$ cat config.mk
export PLATFORM = sky130hd
export DESIGN_NAME = aes_block_loader
export DESIGN_NICKNAME = d
export VERILOG_FILES = /design/src/rtl/aes_pkg.sv /design/src/rtl/aes_block_loader.sv
export SDC_FILE = /design/constraint.sdc
export NUM_CORES = 1
export LEC_CHECK = 0
export BUFFER_PORTS_ARGS = -buffer_cell sky130_fd_sc_hd__buf_2
export CAP_MARGIN = 20
export CELL_PAD_IN_SITES_DETAIL_PLACEMENT = 0
export CELL_PAD_IN_SITES_GLOBAL_PLACEMENT = 1
export CORE_MARGIN = 1.5
export CORE_UTILIZATION = 38
export DETAILED_ROUTE_END_ITERATION = 7
export PLACE_DENSITY_LB_ADDON = 0.25
export RECOVER_POWER = 25
export SLEW_MARGIN = 10
export SYNTH_ARGS = -nofsm -noshare
export SYNTH_HDL_FRONTEND = slang
export SYNTH_SLANG_ARGS = --single-unit
$ cat constraint.sdc
create_clock -name clk -period 2.2 [get_ports clk]
set_input_delay 0.11 -clock clk [delete_from_list [all_inputs] [get_ports clk]]
set_output_delay 0.11 -clock clk [all_outputs]
set_load 0.01 [all_outputs]
$ cat src/rtl/aes_pkg.sv
// Shared AES widths and types for the block-loader front end.
package aes_pkg;

    localparam int unsigned AES_BLOCK_W = 128;
    localparam int unsigned AES_WORD_W  = 32;

    typedef logic [AES_BLOCK_W-1:0] aes_block_t;

    typedef enum logic {
        LD_FILL,
        LD_HOLD
    } loader_state_e;

endpackage

$ cat src/rtl/aes_block_loader.sv
// Packs host words into one AES block and hands it to the register stage
// with a one-cycle load strobe, backpressuring the host while a block waits.
module aes_block_loader
    import aes_pkg::*;
#(
    parameter int unsigned WORD_W    = AES_WORD_W,
    parameter int unsigned BLOCK_W   = AES_BLOCK_W,
    parameter bit          MSW_FIRST = 1'b1,
    parameter int unsigned CNT_W     = 16
) (
    input  logic               clk,
    input  logic               reset,
    input  logic               clear,
    input  logic [WORD_W-1:0]  in_data,
    input  logic               in_valid,
    output logic               in_ready,
    input  logic               core_ready,
    output logic [BLOCK_W-1:0] buff_in,
    output logic               buff_en,
    output logic [1:0]         word_cnt,
    output logic [CNT_W-1:0]   blocks_loaded
);

    localparam int unsigned WORDS = BLOCK_W / WORD_W;

    // word_cnt is two bits wide, so the block must split into exactly four words
    if ((BLOCK_W % WORD_W) != 0 || WORDS != 4) begin : g_bad_geometry
        $error("aes_block_loader: BLOCK_W must be exactly 4 * WORD_W");
    end

    loader_state_e state_q;
    loader_state_e state_d;
    logic          armed_q;
    logic          accept_c;
    logic [1:0]    slot_c;

    // Next state and handshake outputs
    always_comb begin
        state_d  = state_q;
        accept_c = 1'b0;
        in_ready = 1'b0;
        buff_en  = 1'b0;
        unique case (state_q)
            LD_FILL: begin
                in_ready = armed_q;
                accept_c = in_valid && armed_q && !clear;
                if (accept_c && word_cnt == 2'(WORDS - 1)) begin
                    state_d = LD_HOLD;
                end
            end
            LD_HOLD: begin
                buff_en = core_ready && !clear;
                if (buff_en) begin
                    state_d = LD_FILL;
                end
            end
            default: state_d = LD_FILL;
        endcase
        if (clear) begin
            state_d = LD_FILL;
        end
    end

    // Slot 0 lands in the top word when MSW_FIRST, else in the bottom word
    assign slot_c = MSW_FIRST ? (2'(WORDS - 1) - word_cnt) : word_cnt;

    always_ff @(posedge clk or negedge reset) begin
        if (!reset) begin
            state_q <= LD_FILL;
            armed_q <= 1'b0;
        end else begin
            state_q <= state_d;
            armed_q <= 1'b1;
        end
    end

    // Slot demux, fill counter and strobe counter
    always_ff @(posedge clk or negedge reset) begin
        if (!reset) begin
            buff_in       <= '0;
            word_cnt      <= 2'd0;
            blocks_loaded <= '0;
        end else begin
            if (clear) begin
                word_cnt <= 2'd0;
            end else if (accept_c) begin
                buff_in[32'(slot_c) * WORD_W +: WORD_W] <= in_data;
                word_cnt <= word_cnt + 2'd1;
            end
            if (buff_en) begin
                blocks_loaded <= blocks_loaded + CNT_W'(1);
            end
        end
    end

endmodule

Word-level counts from Yosys, hierarchy flattened
Cells that the tools add are included.
{"block": "word_totals", "regBits": 148, "inputBits": 37}
{"block": "classes", "shift": 2, "n_mux": 10, "reduce_logical": 7, "eq_ne": 1, "n_bitwise": 2, "add_sub_neg": 4}
{"op": "128-bit bitwise mux", "n": 1}
{"op": "32-bit by 34-bit variable shift with 128-bit output (first input constant)", "n": 1}
{"op": "32-bit by 34-bit variable part select with 128-bit output", "n": 1}
{"op": "7-bit negator with 34-bit output", "n": 1}
{"op": "16-bit by 1-bit adder with 16-bit output (second input constant)", "n": 1}
{"op": "1-bit 2-to-1 mux", "n": 6}
{"op": "1-bit logical AND", "n": 4}
{"op": "2-bit 2-to-1 mux", "n": 2}
{"op": "2-bit by 1-bit adder with 2-bit output (second input constant)", "n": 1}
{"op": "2-bit == test (second input constant)", "n": 1}
{"op": "1-bit NOT", "n": 2}
{"op": "1-bit case mux with 2 select lines", "n": 1}
{"op": "2-bit AND reduction", "n": 1}
{"op": "2-bit nonzero test", "n": 1}
{"op": "2-bit subtractor (first input constant)", "n": 1}
{"op": "1-bit zero test", "n": 1}

Longest topological paths before layout
Gate-level depths: netlist (run 1).
{"block": "logic_depth", "word_depth": 6, "depth_mapped": 7, "mapped_depth_nobuf": 6}

Worst setup path before layout (run 1)
No wires, ideal clock.
{"block": "synth_timing", "path_type": "register to register", "from": "reg word_cnt[0]", "to": "reg buff_in[120]", "arrival_ps": 1968, "stages_incl_launch_ff": 7, "setup_time_ps": 83, "setup_slack_ps": 149, "cell_sequence": "dfrtp_1 inv_2 ha_1 nor3_1 buf_2 nand2_1 o21ai_0"}
{"block": "synth_between", "elab_chain_len": 4}
{"item": "start: declaration", "line": "aes_block_loader.sv:20", "source": "output logic [1:0] word_cnt,"}
{"item": "start signal: assignment", "line": "aes_block_loader.sv:88", "source": "word_cnt <= word_cnt + 2'd1;"}
{"item": "2-bit subtractor *", "line": "aes_block_loader.sv:65", "source": "assign slot_c = MSW_FIRST ? (2'(WORDS - 1) - word_cnt) : word_cnt;"}
{"item": "7-bit negator with 34-bit output *", "line": "aes_block_loader.sv:87", "source": "buff_in[32'(slot_c) * WORD_W +: WORD_W] <= in_data;"}
{"item": "32-bit by 34-bit variable part select with 128-bit output or 32-bit by 34-bit variable shift with 128-bit output (tied branches)", "line": "aes_block_loader.sv:87"}
{"item": "128-bit bitwise mux *", "line": "aes_block_loader.sv:87"}
{"item": "end signal: indexed assignment", "line": "aes_block_loader.sv:87"}
{"item": "end: declaration", "line": "aes_block_loader.sv:18", "source": "output logic [BLOCK_W-1:0] buff_in,"}
Every way passes the cells marked *; elsewhere a longest branch is shown, timed or not.
A chain may end at the register's enable or synchronous reset.

Worst setup path in the final report (run 1)
{"block": "layout_timing", "from": "reg word_cnt[0]", "to": "reg buff_in[68]"}
The elaborated chain is that of the path after synthesis.

==> summary.txt, run 1 <==
Clocking
  • Resized cells post-CTS: 0
  • TritonCTS clock tree: built
  • Worst-Skew Late Latency: 0.42 ns
  • H-tree levels: 4
  • Clk sinks: 148
  • Clock Path Buffers: 2
  • CTS clk-pin slew, worst paths: 0.06 ns
  • Num CTS Buffers: 17
  • CTS root buf: clkbuf_16

Setup path
  • Kind of critical path: flip-flop to flip-flop
  • Crit path launch: word_cnt[0]
  • Worst Path Required: 2.54 ns
  • Worst EP arrival: 2.29 ns
  • R2R cell count: 7
  • Critical Path Start Type: flip-flop
  • RR Startpoint: word_cnt[0]
  • Setup crit end: buff_in[68]
  • CP endpoint kind: flip-flop
  • R2R setup slack: 0.24 ns
  • FF-to-FF End: buff_in[68]
  • Largest fanout on the critical path: 22

Synth
  • Post-synth EDFFs: 0
  • Syn avg cell area: 9.38 µm²
  • Ys async rst share: 100%
  • Sequential area share after synthesis: 61.9%
  • Mapped Cells: 638
  • Post-synthesis register bit count: 148
  • Library cells used by synthesis: 28
  • Warnings from Yosys: 0
  • Syn nets: 681
  • Mapped Area: 5990 µm²
  • Ys flop type: dfrtp_1

Power and ir drop
  • Maximum VDD drop: 0.524 mV
  • Clk pwr share: 44.2%
  • Pwr per Cell Area: 841 nW/µm²
  • Static Leak: 0.00415 µW
  • Net Sw Frac: 24.8%
  • Sequential share of power: 43.8%
  • Switching power: 1700 µW
  • Gate power share: 12.1%
  • Pint: 5170 µW

Die
  • Die area: 16500 µm²
  • Core Region: 15300 µm²
  • Row count: 45
  • Die X: 129 µm
  • # IOs: 185
  • DIE HEIGHT: 129 µm
  • Starting density of the core: 39.1%

Place
  • IO buf count: 184
  • GP Congestion: 0.836
  • Pre-CTS WS: 0.234 ns
  • HPWL after DPL: 11900 µm

Timing
  • Fmax: 511 MHz
  • Final period utilization: 88.9%
  • Slew @ Worst Pin: 1.58 ns
  • Final Hold Fails: 0
  • Setup TNS: 0 ns
  • RSZ-0062 raised after global routing: false
  • Worst hold slack: 0.0940 ns
  • Setup Viol. Count Final: 0
  • Tmin final: 1.96 ns
  • Final WS setup: 0.243 ns
  • Slew margin rel.: -5.62%
  • Clock skew: 0.00692 ns
  • Slew Viols, Final: 61

Flow run
  • Max Cap Violations: 1

Outcome
  • Status: finished, violations left
  • Failing checks: max-capacitance violations, max-slew violations

Global routing
  • Antenna violations before repair: 0
  • Gr ovfl total: 0
  • All-Layer GR Usage: 21.1%
  • Vias in the first global route: 4963
  • Largest net degree at the start of global routing: 61
  • First-pass GRT wire length: 26300 µm

Detailed routing
  • Initial drt markers: 296
  • DRC errors left: 0
  • Number of nets with antenna violations after routing: 0
  • Vias per cell: 4.70
  • Via Count: 5086
  • WL/cell: 15.5 µm
  • WL final: 16800 µm
  • Pre-antenna DRT Iters: 4

Hold path
  • Hold Path Class: input port to flip-flop

Layout
  • ANT cells: 0
  • Layout cells sized above 1: 27.8%
  • Final nets: 903
  • Final core occ: 53.3%
  • Fill cell count: 1462
  • Synth-to-Final Area Change: 36.4%
[power groups by stage]
stage,registers (µW),clock network (µW),logic [µW]
2_1_floorplan,3130,0,257
3_3_place_gp,3050,0,783
3_5_place_dp,3060,0,798
4_1_cts,3010,3090,846
5_1_grt,3030,3220,932
6_report,3010,3040,828
[timing repair]
action	4_1_cts	5_1_grt
buffers inserted	0	0
hold buffers	35	0
endpoints found under the hold margin	184	0
[how the worst min path moves through the flow]
stage | from | to | depth (start not counted)
4_1_cts | in_valid | word_cnt[0] | 4
6_report | in_valid | word_cnt[0] | 4
2_1_floorplan | reset | armed_q | 0
5_1_grt | in_valid | word_cnt[0] | 4
3_5_place_dp | reset | buff_in[20] | 1
3_3_place_gp | reset | buff_in[20] | 1
[cell usage after synthesis, types with 2 or more instances]
master    number  area (µm²)
dfrtp_1      148        3700
clkbuf_1      18        67.6
and4_1         3        26.3
nand3_1        5        25.0
nor2b_1        2        12.5
nor3_4         2        32.5
nand2_1      266         998
buf_2         19        95.1
inv_1          2        7.51
nand4_1        4        25.0
nor2_1         4        15.0
xor2_1         2        17.5
ha_1           6        75.1
o21ai_1       20         100
and3_1         3        18.8
xnor2_1       14         123
o21ai_0      109         546
[routing by layer]
metal  GRT usage [%]  vias to the layer above  wire length [µm]  share of wire, %
li1                -                     2506                 -                 -
met1            27.6                     2406              7610                45
met2            33.3                      142              7890                47
met3            4.66                       32               802               4.8
met4            10.4                        0               500               3.0
met5               0                        -                 0                 0
[area by class of cell]
class                   count  area [µm²]  share of cell area, %
flip-flops and latches    148        3700                   45.3
multi-input cells         450        2120                   26.0
repair buffers            240        1450                   17.8
clock buffers              21         460                   5.64
well taps                 211         264                   3.23
clock inverters            10         155                   1.90
inverters                   3        11.3                  0.138
[state kept, by name, summed over array words and instances (netlist names)]
| register | count |
|---|---|
| blocks_loaded | 16 |
| buff_in | 128 |
| armed_q | 1 |
| state_q | 1 |
| word_cnt | 2 |
[cells in the final DEF (no fill, tap or decap), types with 2 or more instances in the layout]
cell,count
xor2_1,2
clkbuf_2,2
nand2_2,4
o21ai_1,20
buf_4,17
nand2_1,262
nand3_1,5
inv_1,2
dfrtp_1,148
clkinv_2,4
nand4_1,4
nor2_1,4
o21ai_0,109
xnor2_1,14
bufinv_16,4
buf_2,179
dlygate4sd3_1,35
clkbuf_16,17
nor3_4,2
clkinvlp_4,2
and4_1,3
buf_12,2
clkbuf_1,6
ha_1,6
nor2b_1,2
and3_1,3
clkbuf_8,2
[cells by family (layout without fill, tap and decap cells)]
kind of cell | after synthesis | after routing | share of synthesized area, %
fa+ha+maj | 6 | 6 | 1.25
other cells | 1 | 1 | 0.0626
simple gates | 296 | 296 | 20.4
xor+xnor | 16 | 16 | 2.34
mux | 2 | 2 | 0.355
buf+inv | 40 | 274 | 2.90
flops | 148 | 148 | 61.9
compound gates | 129 | 129 | 10.8
[stage by stage]
| step | std cells | total power (µW) | cell area [µm²] |
|---|---|---|---|
| after floorplan | 638 | 3390 | 5990 |
| after global placement | 1017 | 3830 | 7230 |
| after detailed placement | 1017 | 3850 | 7230 |
| after CTS | 1083 | 6950 | 8190 |
| after global routing | 1083 | 7180 | 8170 |
| final | 1083 | 6870 | 8170 |
[critical path: stages, from the launching register on]
cell	delay [ns]
dfrtp_1	0.44
inv_2	0.11
ha_1	0.43
nand2b_2	0.15
nor3_4	0.15
buf_4	0.31
nand2_1	0.09
o21ai_0	0.18
Note: power is estimated with default switching activity, not from simulation.
==> inputs of run 2 (changes only) <==
- CORE_UTILIZATION: 38 -> 41
- clock period: 2.2 -> 2.42 ns (I/O delays scaled with it)
==> summary.txt, run 2 (synthesized netlist as in run 1, its figures left out) <==
Clocking
  • H-tree levels: 4
  • TritonCTS clock tree: built
  • Clock Path Buffers: 2
  • Worst-Skew Late Latency: 0.41 ns
  • CTS clk-pin slew, worst paths: 0.06 ns
  • Resized cells post-CTS: 0
  • Number of hold buffers added after CTS: 35
  • CTS root buf: clkbuf_16
  • Num CTS Buffers: 17
  • Post-CTS Repair Setup Buffers: 0
  • Clk sinks: 148

Die
  • Die area: 15300 µm²
  • Core Region: 14000 µm²
  • Die X: 124 µm
  • # IOs: 185
  • Row count: 43
  • DIE HEIGHT: 124 µm
  • Starting density of the core: 42.6%

Detailed routing
  • Via Count: 5066
  • Initial drt markers: 359
  • Vias per cell: 4.82
  • WL final: 16500 µm
  • Pre-antenna DRT Iters: 5
  • DRC errors left: 0
  • WL/cell: 15.7 µm
  • Number of nets with antenna violations after routing: 0

Timing
  • Final Hold Fails: 0
  • Slew @ Worst Pin: 1.79 ns
  • Slew margin rel.: -19.0%
  • RSZ-0062 raised after global routing: false
  • Fmax: 511 MHz
  • Final period utilization: 80.8%
  • Worst hold slack: 0.136 ns
  • Tmin final: 1.96 ns
  • Setup Viol. Count Final: 0
  • Setup TNS: 0 ns
  • Slew Viols, Final: 79
  • Clock skew: 0.00420 ns

Layout
  • Layout cells sized above 1: 24.0%
  • Top reg by flops: buff_in
  • Synth-to-Final Area Change: 34.3%
  • Final core occ: 57.3%
  • Largest register FFs: 128
  • Final nets: 902
  • Most common cell after layout, fill and taps aside: nand2_1
  • Most frequent cells in the layout: nand2_1 (262), buf_2 (150), dfrtp_1 (148), o21ai_0 (109), clkbuf_1 (39)
  • ANT cells: 0
  • Design area: 8040 µm²
  • Top flop regs: buff_in x128, blocks_loaded x16, word_cnt x2
  • Fin cells: 1051

Setup path
  • Worst EP arrival: 2.28 ns
  • Critical Path Start Type: flip-flop
  • Largest fanout on the critical path: 12
  • Kind of critical path: flip-flop to flip-flop
  • Worst Path Required: 2.75 ns
  • CP endpoint kind: flip-flop
  • R2R cell count: 7

Place
  • Placed insts: 985
  • IO buf count: 184
  • Post-DP Area: 7180 µm²
  • HPWL after DPL: 11600 µm
  • GP Congestion: 0.757

Global routing
  • Gr ovfl total: 0
  • Antenna violations before repair: 0
  • Vias in the first global route: 4940
  • All-Layer GR Usage: 22.7%
  • Largest net degree at the start of global routing: 80
  • First-pass GRT wire length: 25900 µm

Hold path
  • Hold Path Class: input port to flip-flop
  • Hold depth: 4

Power and ir drop
  • Pwr per Cell Area: 744 nW/µm²
  • Static Leak: 0.00399 µW
  • Maximum VDD drop: 0.405 mV

Outcome
  • Failing checks: max-capacitance violations, max-slew violations
  • Status: finished, violations left

Flow run
  • Max Cap Violations: 1
[run 2: changes by cell type in the layout (fill, tap and decap cells not counted), sizes merged]
cell      change
buf          -29
bufinv        -3
clkbuf       +34
clkinv        -1
clkinvlp      -2
[run 2: report_power, final]
| group | switching (µW) | internal (µW) |
|---|---|---|
| Sequential | 99.0 | 2640 |
| Combinational | 465 | 290 |
| Clock | 947 | 1540 |
[run 2: layer usage]
| metal | up-vias | part of all wire [%] | GRT usage, % |
|---|---|---|---|
| met5 | - | 0 | 0 |
| met4 | 0 | 1.7 | 8.55 |
| met3 | 22 | 6.8 | 5.82 |
| met2 | 159 | 47 | 35.8 |
| met1 | 2374 | 44 | 30.3 |
| li1 | 2511 | - | - |
[run 2: final timing paths]
kind,startpoint,to,slack (ns)
worst max register to register,word_cnt[1],buff_in[52],0.46
max in group asynchronous,reset,buff_in[11],0.59
worst max-delay path,word_cnt[1],buff_in[52],0.46
worst min-delay path,in_valid,word_cnt[1],0.14
worst min register to register,blocks_loaded[15],blocks_loaded[15],0.47
min in group asynchronous,reset,buff_in[16],0.76
[run 2: through the flow]
stage          power, µW  setup slack, ns
2_1_floorplan       3080            0.369
3_3_place_gp        3480            0.669
3_5_place_dp        3510            0.470
4_1_cts             6050            0.451
5_1_grt             6250            0.200
6_report            5980            0.464
[run 2: layout make-up]
cell class	instances	area, µm²
clock inverters	4	45.0
fillers	1248	6000
inverters	3	11.3
flip-flops and latches	148	3700
well taps	180	225
repair buffers	239	1420
multi-input cells	450	2130
clock buffers	27	513
[run 2: worst max-delay path, cell delays in order, from the launching register on]
cell and delay [ns]:
dfrtp_1 0.44, inv_1 0.10, ha_1 0.43, nand2b_2 0.16, nor3_4 0.33, buf_12 0.19
nand2_1 0.06, o21ai_0 0.16
